File: src/rtl/i2c_state_pkg.sv
// Shared widths and idle levels for the I2C memory-side datapath.
package i2c_state_pkg;
  localparam int   BYTE_W      = 8;
  localparam int   BIT_CNT_W   = 3;
  localparam logic SDA_RELEASE = 1'b1;
endpackage

File: src/rtl/i2c_byte_shifter.sv
// MSB-first byte shift register with bit counter, parallel load and a
// done pulse one cycle after the eighth shift.
module i2c_byte_shifter
  import i2c_state_pkg::*;
#(
  parameter logic [BYTE_W-1:0] RST_VAL = '0
) (
  input  logic              clk,
  input  logic              rst_n,
  input  logic              active,
  input  logic              shift,
  input  logic              fill,
  input  logic              load,
  input  logic [BYTE_W-1:0] load_val,
  output logic [BYTE_W-1:0] data,
  output logic [BYTE_W-1:0] next_val,
  output logic              last,
  output logic              done
);
  logic [BIT_CNT_W-1:0] cnt;

  assign next_val = {data[BYTE_W-2:0], fill};
  assign last     = active & shift & (cnt == BIT_CNT_W'(BYTE_W-1));

  always_ff @(posedge clk or negedge rst_n) begin
    if (!rst_n) begin
      data <= RST_VAL;
      cnt  <= '0;
      done <= 1'b0;
    end else begin
      done <= last;
      if (load)       data <= load_val;
      else if (shift) data <= next_val;
      // Dropping out of the active phase discards any partial byte count.
      if (!active)    cnt <= '0;
      else if (shift) cnt <= cnt + 1'b1;
    end
  end
endmodule

File: src/rtl/i2c_mem_datapath.sv
// RAM-side I2C datapath: byte capture, auto-increment address, write strobe
// and read serialisation. Optional I2C_ADDR_SATURATE_EN holds the address at max.
module i2c_mem_datapath
  import i2c_state_pkg::*;
#(
  parameter int ADDR_W = 8,
  parameter int RD_LAT = 1
) (
  input  logic              clk,
  input  logic              rst_n,
  input  logic              scl_rise,
  input  logic              scl_fall,
  input  logic              sda_in,
  input  logic              read_mem_address,
  input  logic              write_mem,
  input  logic              wren,
  input  logic              read_mem,
  input  logic              increment_mem_address,
  input  logic [7:0]        mem_q,
  output logic [ADDR_W-1:0] mem_addr,
  output logic [7:0]        mem_data,
  output logic              mem_wren,
  output logic              sda_tx_bit,
  output logic              byte_rx_done,
  output logic              addr_ovf
);
  // RD_LAT must be >= 1; the counter loads RD_LAT and fires on reaching 1.
  localparam int CNT_W = $clog2(RD_LAT + 1);

  logic              capture;
  logic              rx_last;
  logic [BYTE_W-1:0] rx_data, rx_next;
  logic [BYTE_W-1:0] tx_data, unused_tx_next;
  logic              unused_tx_last, unused_tx_done;
  logic              tx_load, tx_shift;
  logic              wren_q, read_mem_q;
  logic [CNT_W-1:0]  rd_cnt;

  assign capture  = read_mem_address | write_mem;
  // A coincident rise wins; the fall is dropped.
  assign tx_shift = scl_fall & ~scl_rise & read_mem;
  assign tx_load  = (rd_cnt == CNT_W'(1));

  i2c_byte_shifter #(.RST_VAL('0)) u_rx (
    .clk(clk), .rst_n(rst_n), .active(capture), .shift(scl_rise & capture),
    .fill(sda_in), .load(1'b0), .load_val('0), .data(rx_data),
    .next_val(rx_next), .last(rx_last), .done(byte_rx_done)
  );

  i2c_byte_shifter #(.RST_VAL('1)) u_tx (
    .clk(clk), .rst_n(rst_n), .active(read_mem), .shift(tx_shift),
    .fill(SDA_RELEASE), .load(tx_load), .load_val(mem_q), .data(tx_data),
    .next_val(unused_tx_next), .last(unused_tx_last), .done(unused_tx_done)
  );

  assign sda_tx_bit = read_mem ? tx_data[BYTE_W-1] : SDA_RELEASE;

  always_ff @(posedge clk or negedge rst_n) begin
    if (!rst_n) begin
      mem_data   <= '0;
      mem_wren   <= 1'b0;
      wren_q     <= 1'b0;
      read_mem_q <= 1'b0;
      rd_cnt     <= '0;
    end else begin
      wren_q     <= wren;
      mem_wren   <= wren & ~wren_q;
      read_mem_q <= read_mem;
      if (rx_last && write_mem) mem_data <= rx_next;
      if (read_mem && !read_mem_q) rd_cnt <= CNT_W'(RD_LAT);
      else if (rd_cnt != '0)       rd_cnt <= rd_cnt - 1'b1;
    end
  end

`ifdef I2C_ADDR_SATURATE_EN
  always_ff @(posedge clk or negedge rst_n) begin
    if (!rst_n) begin
      mem_addr <= '0;
      addr_ovf <= 1'b0;
    end else if (increment_mem_address) begin
      if (&mem_addr) addr_ovf <= 1'b1;
      else           mem_addr <= mem_addr + ADDR_W'(1);
    end else if (rx_last && read_mem_address) begin
      mem_addr <= rx_next[ADDR_W-1:0];
      addr_ovf <= 1'b0;
    end
  end
`else
  assign addr_ovf = 1'b0;

  always_ff @(posedge clk or negedge rst_n) begin
    if (!rst_n)                             mem_addr <= '0;
    else if (increment_mem_address)         mem_addr <= mem_addr + ADDR_W'(1);
    else if (rx_last && read_mem_address)   mem_addr <= rx_next[ADDR_W-1:0];
  end
`endif
endmodule
File: config.mk
export PLATFORM = sky130hd
export DESIGN_NAME = i2c_mem_datapath
export DESIGN_NICKNAME = d
export VERILOG_FILES = /design/src/rtl/i2c_state_pkg.sv /design/src/rtl/i2c_byte_shifter.sv /design/src/rtl/i2c_mem_datapath.sv
export SDC_FILE = /design/constraint.sdc
export NUM_CORES = 1
export LEC_CHECK = 0
export CAP_MARGIN = 20
export CORE_UTILIZATION = 30
export DETAILED_ROUTE_END_ITERATION = 6
export HOLD_SLACK_MARGIN = 0.06
export PLACE_DENSITY = 0.61
export SLEW_MARGIN = 30
export SYNTH_ARGS = -nofsm -noshare
export SYNTH_HDL_FRONTEND = slang
export SYNTH_SLANG_ARGS = --single-unit
File: constraint.sdc
create_clock -name clk -period 1.3 [get_ports clk]
set_input_delay 0.39 -clock clk [delete_from_list [all_inputs] [get_ports clk]]
set_output_delay 0.39 -clock clk [all_outputs]
set_load 0.005 [all_outputs]
==> reports/metrics.cfg, run 1 <==
[status]
status = finished, violations left
violations = negative setup slack

[synthesis]
async_flop_share_pct = 100
synth_top_area_share_pct = 44.6
yosysMostFrequentCell = dfrtp_1
seq_area_frac_synth_pct = 56.6
synth_area_per_cell_um2 = 12.2
synth.distinct_cells = 35
yosysWarnings = 0
ys_top_cells_by_area = dfrtp_1 45%, dfstp_2 12%, mux2_2 9.7%, mux2i_1 6.9%, o21ai_0 2.6%
synth_edf_count = 0
syn-num-nets = 164
ys_ff_latch = 39
netlist_instances = 143
synth_top_cell_by_area = dfrtp_1
synthTopCellsByCount = 31 x dfrtp_1, 15 x mux2_2, 12 x mux2i_1
synth_area_mm2 = 0.00174
ys.flop_type = dfrtp_1

[setup_path]
cp_max_fo = 8
critical_path_required_ns = 1.46
start_kind = register
critPathKind = reg -> reg
cp-end-kind = register
worstPathArrival_ns = 1.56

[layout]
drive_above_1_share_pct = 40.1
syn_to_final_growth_pct = 50.7
n_antenna_cell = 0
final_net_count = 232

[place]
place.gp.congestion = 0.789
dp_hpwl_mm = 2.65
io_buffer_count = 36
preCtsSetupSlack_ns = -0.515

[grt]
grt_pass1_wl_mm = 6.59
antenna_found_initial = 0
grt_overflow = 0
grtUsageTotal_pct = 13.6
grt_pass1_vias = 1426
grt_max_degree = 22

[sta]
finClkSkew_ns = 0.00473
min_period_ns = 1.39
fin_ws_ns = -0.0923
fmax_ghz = 0.718
finalSetupTns_ns = -1.29
fin_crit_sh_pct = 107
setup_viol = 17
slew_viol_final = 0
hold_viol_final = 0
rsz0062_at_grt = true

[floorplanning]
num_rows = 27
die_h_um = 78.2
dieWidth_um = 78.2
io-pin-count = 38
die_area_mm2 = 0.00611
design.core.area_mm2 = 0.00554
start_util_pct = 31.4

[job]
drv_cap = 0

[route]
vias_per_cell = 4.74
drc = 0
dr.pass1.iters = 5
final_antenna_net_count = 0
wirelength_mm = 3.81
vias = 1345
drt_iter0_drc = 38
avgRoutedWirePerCell_um = 13.4

[power]
peakVddDrop_uv = 792
p_leak_nw = 1.19
power_density_mw_per_mm2 = 1680

[clock_network]
numCtsBuffers = 5
clk_path_buf_depth = 2
cts_tree = done
clk_pin_slew_ns = 0.07
h-tree-depth = 2
clockRootBuffer = clkbuf_8
cts.sinks = 39
insertion_delay_ns = 0.28

[hold_path]
worstHoldPathType = reg -> reg

metrics by stage:
stage / hold WS, ns / power, mW / std cells / area, µm² / utilization [%]
finish: 0.396 / 4.39 / 284 / 2620 / 47.3
global route: 0.416 / 4.71 / 284 / 2620 / 47.3
CTS: 0.399 / 4.42 / 282 / 2610 / 47.1
detailed placement: 0.357 / 3.39 / 266 / 2370 / 42.8
global placement: 0.354 / 3.37 / 266 / 2370 / 42.8
floorplan: 0.0944 / 2.50 / 143 / 1790 / -
registers in the layout, indices dropped and copies added, names as in the netlist:
name	count
u_rx.cnt	3
u_rx.done	1
u_rx.data	7
read_mem_q	1
rd_cnt	1
mem_wren	1
u_tx.data	8
mem_data	8
mem_addr	8
wren_q	1
what timing repair did:
| item | CTS | global route |
|---|---|---|
| setup endpoints to repair | 53 | 24 |
| pin swaps | 5 | 4 |
| endpoints found under the hold margin | 10 | 0 |
| gates cloned | 0 | 0 |
| gates resized for setup | 68 | 9 |
| buffers inserted | 7 | 2 |
| hold buffers | 1 | 0 |
final timing paths:
check	end	depth (start not counted)	slack, ns	from
setup / recovery	mem_data[4]	4	-0.09	u_rx.cnt[1]
hold / removal	mem_wren	1	0.40	wren_q
setup reg to reg	mem_data[4]	4	-0.09	u_rx.cnt[1]
hold reg to reg	mem_wren	1	0.40	wren_q
max in group asynchronous	u_rx.cnt[1]	3	0.26	rst_n
min in group asynchronous	rd_cnt	2	0.58	rst_n
critical path: stages (launching register included):
cell,delay [ns]
dfrtp_1,0.38
ha_2,0.20
ha_4,0.20
nand3_4,0.18
mux2_4,0.32
placed cells by master (no fill, tap or decap), types with 4 or more instances in the layout:
master	instances
a21oi_1	4
o21ai_0	8
buf_6	4
clkbuf_2	4
nand2_1	9
clkbuf_8	6
dfrtp_1	31
dlygate4sd2_1	5
dfstp_2	8
mux2i_1	12
mux2_4	8
mux2_2	7
clkdlybuf4s50_1	11
buf_2	4
nor2_1	8
clkdlybuf4s15_1	12
nand3_1	5
buf_4	25
metal layers:
metal  track usage, %  part of all wire, %  vias to the layer above
met1             17.5                   46                      642
met5                0                    0                        -
li1                 -                    -                      658
met4             2.78                 0.31                        0
met3             3.14                  5.4                        2
met2             23.3                   49                       43
cell families after synthesis:
family	Yosys count	share of synthesized area [%]
DFF	39	56.6
and+or+nand+nor	38	11.4
adders and majority gates	3	2.16
xor gates and xnor gates	1	0.503
buffers and inverters	9	2.59
AOI/OAI and AO/OA	25	9.85
muxes	27	16.6
other	1	0.215
area by class of cell:
type                    count  area [µm²]
clock buffers               7        86.3
clock inverters             1        8.76
fillers                   526        2920
inverters                   3        11.3
multi-input cells          95         863
flip-flops and latches     39         986
well taps                  72        90.1
repair buffers             67         577
power by group:
group | switching, mW | internal (mW)
Clock | 0.397 | 0.434
Sequential | 0.258 | 1.60
Combinational | 0.664 | 1.05
Note: power is estimated with default switching activity, not from simulation.
==> run 2: changes to the inputs <==
--- a/config.mk
+++ b/config.mk
@@ -6,11 +6,14 @@
 export NUM_CORES = 1
 export LEC_CHECK = 0
 export CAP_MARGIN = 20
+export CORE_ASPECT_RATIO = 0.75
 export CORE_UTILIZATION = 30
 export DETAILED_ROUTE_END_ITERATION = 6
 export HOLD_SLACK_MARGIN = 0.06
-export PLACE_DENSITY = 0.61
+export MAX_ROUTING_LAYER = met4
+export PLACE_DENSITY = 0.59
 export SLEW_MARGIN = 30
 export SYNTH_ARGS = -nofsm -noshare
 export SYNTH_HDL_FRONTEND = slang
+export SYNTH_HIERARCHICAL = 1
 export SYNTH_SLANG_ARGS = --single-unit
==> run 2 against run 1 <==
- the flow still finishes with violations (negative setup slack)
- clock skew increased by 0.0051 ns
- synthesized cell count increased by 17%
- sequential cell count unchanged
- die area increased by 7.1%
- clock-buffer cell count unchanged
- critical endpoint is now mem_addr[2]
- largest power group unchanged
==> reports/metrics.cfg, run 2 <==
[sta]
fmax_ghz = 0.643  ; -10%
fin_ws_ns = -0.255  ; -0.163 ns
rsz0062_at_grt = true
fin_crit_sh_pct = 120  ; +13 points
holdWs_ns = 0.0544  ; -0.341 ns
slew_viol_final = 0  ; unchanged
finClkSkew_ns = 0.00984  ; +0.00511 ns
setup_viol = 17  ; unchanged
hold_viol_final = 0  ; unchanged
min_period_ns = 1.55  ; +0.163 ns

[clock_network]
numCtsBuffers = 5  ; unchanged
cts_tree = done
insertion_delay_ns = 0.29  ; about the same
h-tree-depth = 2  ; unchanged
cts_hold_buf = 0  ; -1
clk_path_buf_depth = 2  ; unchanged
clk_pin_slew_ns = 0.08  ; about the same
clockRootBuffer = clkbuf_8
cts.sinks = 39  ; unchanged

[setup_path]
start_kind = register
cp-end-kind = register
cp_max_fo = 5  ; -3
worstPathArrival_ns = 1.74  ; +0.18 ns
critPathKind = reg -> reg
critical_path_required_ns = 1.48  ; +0.02 ns

[route]
avgRoutedWirePerCell_um = 12.4  ; -7.8%
final_antenna_net_count = 0  ; unchanged
wirelength_mm = 3.94  ; +3.3%
vias_per_cell = 4.48  ; -5.3%
vias = 1426  ; +6.0%
drt_iter0_drc = 66  ; +74%
dr.pass1.iters = 4  ; -1
drc = 0  ; unchanged

[hold_path]
worstHoldPathType = in -> async

[layout]
mostFrequentLayoutCell = dfrtp_1
final_cell_mix = 31 x dfrtp_1, 24 x buf_4, 20 x nand2_1
fin_cells = 318  ; +12%
top_regs = mem_addr x8, mem_data x8, u_tx/data x8
fin_util_pct = 45.6  ; -1.7 points
n_antenna_cell = 0  ; unchanged
syn_to_final_growth_pct = 44.6
final_net_count = 260  ; +12%
finalInstanceArea_mm2 = 0.00270  ; +2.9%
drive_above_1_share_pct = 35.4  ; -4.7 points

[synthesis]
synth_area_per_cell_um2 = 11.1  ; -8.7%
synth_area_mm2 = 0.00187  ; +7.3%
yosysWarnings = 6  ; +6
netlist_instances = 168  ; +17%

[status]
status = finished, violations left
violations = negative setup slack

[grt]
grt_pass1_wl_mm = 6.73  ; +2.1%
grtUsageTotal_pct = 13.8  ; +0.20 points
grt_pass1_vias = 1415  ; -0.77%
antenna_found_initial = 0  ; unchanged
grt_max_degree = 40  ; +82%
grt_overflow = 0  ; unchanged

[place]
io_buffer_count = 36  ; unchanged
placed_cells = 300  ; +13%
dp_hpwl_mm = 2.74  ; +3.2%
place.gp.congestion = 0.756  ; -4.2%
placed_area_mm2 = 0.00249  ; +5.0%

[power]
p_total_mw = 3.70  ; -16%
p_leak_nw = 1.22  ; +1.9%
power_density_mw_per_mm2 = 1370  ; -18%
peakVddDrop_uv = 424  ; -46%

[floorplanning]
die_area_mm2 = 0.00655  ; +7.1%
io-pin-count = 38  ; unchanged
start_util_pct = 31.6  ; +0.14 points
num_rows = 24  ; -11%
design.core.area_mm2 = 0.00592  ; +6.8%
die_h_um = 70.3  ; -10%
dieWidth_um = 93.1  ; +19%

[job]
drv_cap = 0  ; unchanged

-- run 2: critical path, stage by stage (launching register included) --
cell and delay, ns:
dfrtp_1 0.40, ha_2 0.21, ha_4 0.15, and3_4 0.18, buf_12 0.14, and3_4 0.16
a211oi_2 0.15, a21oi_1 0.06
-- run 2: power by group --
group	total, mW	internal [mW]	switching (mW)
clock	0.845	0.428	0.417
combinational	1.24	0.696	0.541
sequential	1.62	1.47	0.147
total	3.70	2.59	1.10
-- run 2: per-stage QoR --
step	setup slack, ns	setup TNS (ns)
6_report	-0.255	-3.26
4_1_cts	-0.253	-3.19
5_1_grt	-0.351	-4.17
2_1_floorplan	-0.326	-4.94
3_3_place_gp	-0.736	-19.38
3_5_place_dp	-0.753	-19.70
-- run 2: what timing repair did --
| action | CTS | global route |
|---|---|---|
| endpoints found under the setup margin | 53 | 31 |
| resized for setup | 53 | 26 |
| setup buffers | 7 | 4 |
| pin swaps | 5 | 3 |
-- run 2: routing by layer --
metal / up-vias / global-route usage, % / wire length (µm)
met2: 21 / 19.4 / 1750
met5: - / - / 0
met3: 5 / 3.27 / 111
met4: 0 / 5.13 / 38
li1: 707 / - / -
met1: 693 / 19.2 / 2030
-- run 2: layout make-up --
cell class	count	area, µm²
flip-flops and latches	39	986
multi-input cells	126	961
inverters	2	7.51
well taps	78	97.6
clock inverters	1	5.00
repair buffers	65	556
clock buffers	7	86.3
fillers	559	3220
-- run 2: final timing paths --
path / start / to / slack (ns) / depth (start not counted)
max: u_rx/cnt[0] / mem_addr[2] / -0.25 / 7
min: rst_n / u_rx/data[1] / 0.05 / 2
max reg2reg: u_rx/cnt[0] / mem_addr[2] / -0.25 / 7
min reg2reg: wren_q / mem_wren / 0.40 / 1
max in group asynchronous: rst_n / u_tx/data[6] / 0.96 / 2
min in group clk: wren_q / mem_wren / 0.40 / 1
==> run 3: changes to the inputs <==
--- a/config.mk
+++ b/config.mk
@@ -7,11 +7,11 @@
 export LEC_CHECK = 0
 export CAP_MARGIN = 20
 export CORE_ASPECT_RATIO = 0.75
-export CORE_UTILIZATION = 30
+export CORE_UTILIZATION = 47
 export DETAILED_ROUTE_END_ITERATION = 6
 export HOLD_SLACK_MARGIN = 0.06
 export MAX_ROUTING_LAYER = met4
-export PLACE_DENSITY = 0.59
+export PLACE_DENSITY = 0.82
 export SLEW_MARGIN = 30
 export SYNTH_ARGS = -nofsm -noshare
 export SYNTH_HDL_FRONTEND = slang
==> run 3 against run 2 <==
- the run still ends with negative setup slack left
- clock skew decreased by 0.0041 ns
- critical endpoint is now mem_addr[6]
- largest cell class unchanged
- worst setup slack got worse by 0.069 ns
- critical path depth increased by 1
- clock-buffer cell count unchanged
==> reports/metrics.cfg, run 3 (same netlist as run 2, synthesis figures left out) <==
[route]
drt_iter0_drc = 64  ; -3.0%
vias = 1493  ; +4.7%
drc = 0  ; unchanged
wirelength_mm = 4.15  ; +5.4%
dr.pass1.iters = 4  ; unchanged
vias_per_cell = 5.03  ; +12%
final_antenna_net_count = 0  ; unchanged
avgRoutedWirePerCell_um = 14.0  ; +13%

[clock_network]
cts.sinks = 39  ; unchanged
cts_tree = done
insertion_delay_ns = 0.28  ; about the same
clk_path_buf_depth = 2  ; unchanged
clk_pin_slew_ns = 0.07  ; about the same
h-tree-depth = 2  ; unchanged
numCtsBuffers = 5  ; unchanged
clockRootBuffer = clkbuf_8

[job]
drv_cap = 0  ; unchanged

[sta]
finalSetupTns_ns = -3.72  ; -0.453 ns
slew_viol_final = 0  ; unchanged
fin_ws_ns = -0.324  ; -0.0686 ns
fin_crit_sh_pct = 125  ; +5.3 points
fmax_ghz = 0.616  ; -4.2%
hold_viol_final = 0  ; unchanged
rsz0062_at_grt = true
setup_viol = 17  ; unchanged
finClkSkew_ns = 0.00574  ; -0.00411 ns
holdWs_ns = 0.0642  ; +0.00985 ns
min_period_ns = 1.62  ; +0.0686 ns

[floorplanning]
num_rows = 19  ; -21%
die_h_um = 56.6  ; -20%
io-pin-count = 38  ; unchanged
die_area_mm2 = 0.00423  ; -35%
dieWidth_um = 74.8  ; -20%
start_util_pct = 50.0  ; +18 points
design.core.area_mm2 = 0.00373  ; -37%

[setup_path]
cp-end-kind = register
worstPathArrival_ns = 1.79  ; +0.05 ns
cp_max_fo = 8  ; +3
r2r-start = mem_addr[0]
r2r-end = mem_addr[6]
rrSetupSlack_ns = -0.32  ; -0.07 ns
critical_path_required_ns = 1.46  ; -0.02 ns
start_kind = input port
critPathKind = in -> reg
reg2reg_depth = 6  ; -1

[grt]
antenna_found_initial = 0  ; unchanged
grt_pass1_wl_mm = 6.50  ; -3.4%
grt_max_degree = 40  ; unchanged
grtUsageTotal_pct = 21.5  ; +7.7 points
grt_pass1_vias = 1473  ; +4.1%
grt_overflow = 0  ; unchanged

[layout]
syn_to_final_growth_pct = 45.1
filler_cell_count = 282  ; -50%
drive_above_1_share_pct = 30.6  ; -4.8 points
top_regs = mem_addr x8, mem_data x8, u_tx/data x8
finalInstanceArea_mm2 = 0.00271  ; +0.37%
mostFrequentLayoutCell = dfrtp_1
final_cell_mix = 31 x dfrtp_1, 29 x buf_4, 20 x nand2_1
final_net_count = 265  ; +1.9%
n_antenna_cell = 0  ; unchanged

[hold_path]
worstHoldPathType = in -> async

[place]
preCtsSetupSlack_ns = -0.717  ; +0.0355 ns
dp_hpwl_mm = 2.69  ; -1.7%
placed_area_mm2 = 0.00247  ; -0.70%
io_buffer_count = 36  ; unchanged
place.gp.congestion = 0.790  ; +4.4%

[status]
violations = negative setup slack
status = finished, violations left

[power]
p_leak_nw = 1.25  ; +2.7%
power_density_mw_per_mm2 = 1390  ; +1.1%
peakVddDrop_uv = 826  ; +95%
p_total_mw = 3.75  ; +1.5%

run 3: cell types whose count changed in the layout (fill, tap and decap cells not counted), sizes merged:
cell,change
dlygate4sd2,+1
clkbuf,-5
clkdlybuf4s15,+6
buf,+3
run 3: final cells by class:
| cell class | instances | area, µm² | share of cell area [%] |
|---|---|---|---|
| clock buffer | 7 | 76.3 | 2.82 |
| clock inverter | 1 | 5.00 | 0.185 |
| inverter | 2 | 7.51 | 0.277 |
| multi-input combinational | 126 | 936 | 34.5 |
| sequential | 39 | 986 | 36.4 |
| tap | 52 | 65.1 | 2.40 |
| timing repair buffer | 70 | 633 | 23.4 |
run 3: report_power, final:
group          leakage (nW)  internal (mW)  switching (mW)  total (mW)
Clock                0.0422          0.376           0.394       0.771
Combinational         0.738          0.772           0.588        1.36
Sequential            0.469           1.47           0.152        1.62
run 3: worst max-delay path, cell delays in order:
cell and delay [ns]:
dlygate4sd2_1 0.25, or2_4 0.23, and2_4 0.15, and3_4 0.22, nand3b_1 0.16, buf_6 0.14
o211ai_1 0.09, nor2b_1 0.15
run 3: layer usage:
metal	wire [µm]	share of wire (%)	up-vias	GRT usage (%)
met5	0	0	-	-
met4	82	2.0	0	8.09
met3	192	4.6	10	6.46
met2	2100	51	46	34.0
met1	1770	43	722	25.7
li1	-	-	715	-
run 3: timing repair:
item,4_1_cts,5_1_grt
endpoints found under the setup margin,52,24
hold endpoints to repair,0,0
hold buffers,0,0
cloned,0,0
setup buffers,10,3
resized for setup,45,20
pin swaps,3,8
run 3: how the worst max path moves through the flow:
stage	cells after the start	from	end
after floorplan	7	write_mem	mem_addr[5]
after global placement	7	write_mem	mem_addr[5]
after detailed placement	7	write_mem	mem_addr[5]
after CTS	6	u_rx/cnt[1]	mem_addr[5]
after global routing	7	u_rx/cnt[1]	mem_addr[6]
final	8	read_mem_address	mem_addr[6]
run 3: metrics by stage:
step	utilization [%]	cells
2_1_floorplan	-	182
3_3_place_gp	66.2	276
3_5_place_dp	66.2	276
4_1_cts	70.2	294
5_1_grt	72.6	297
6_report	72.6	297
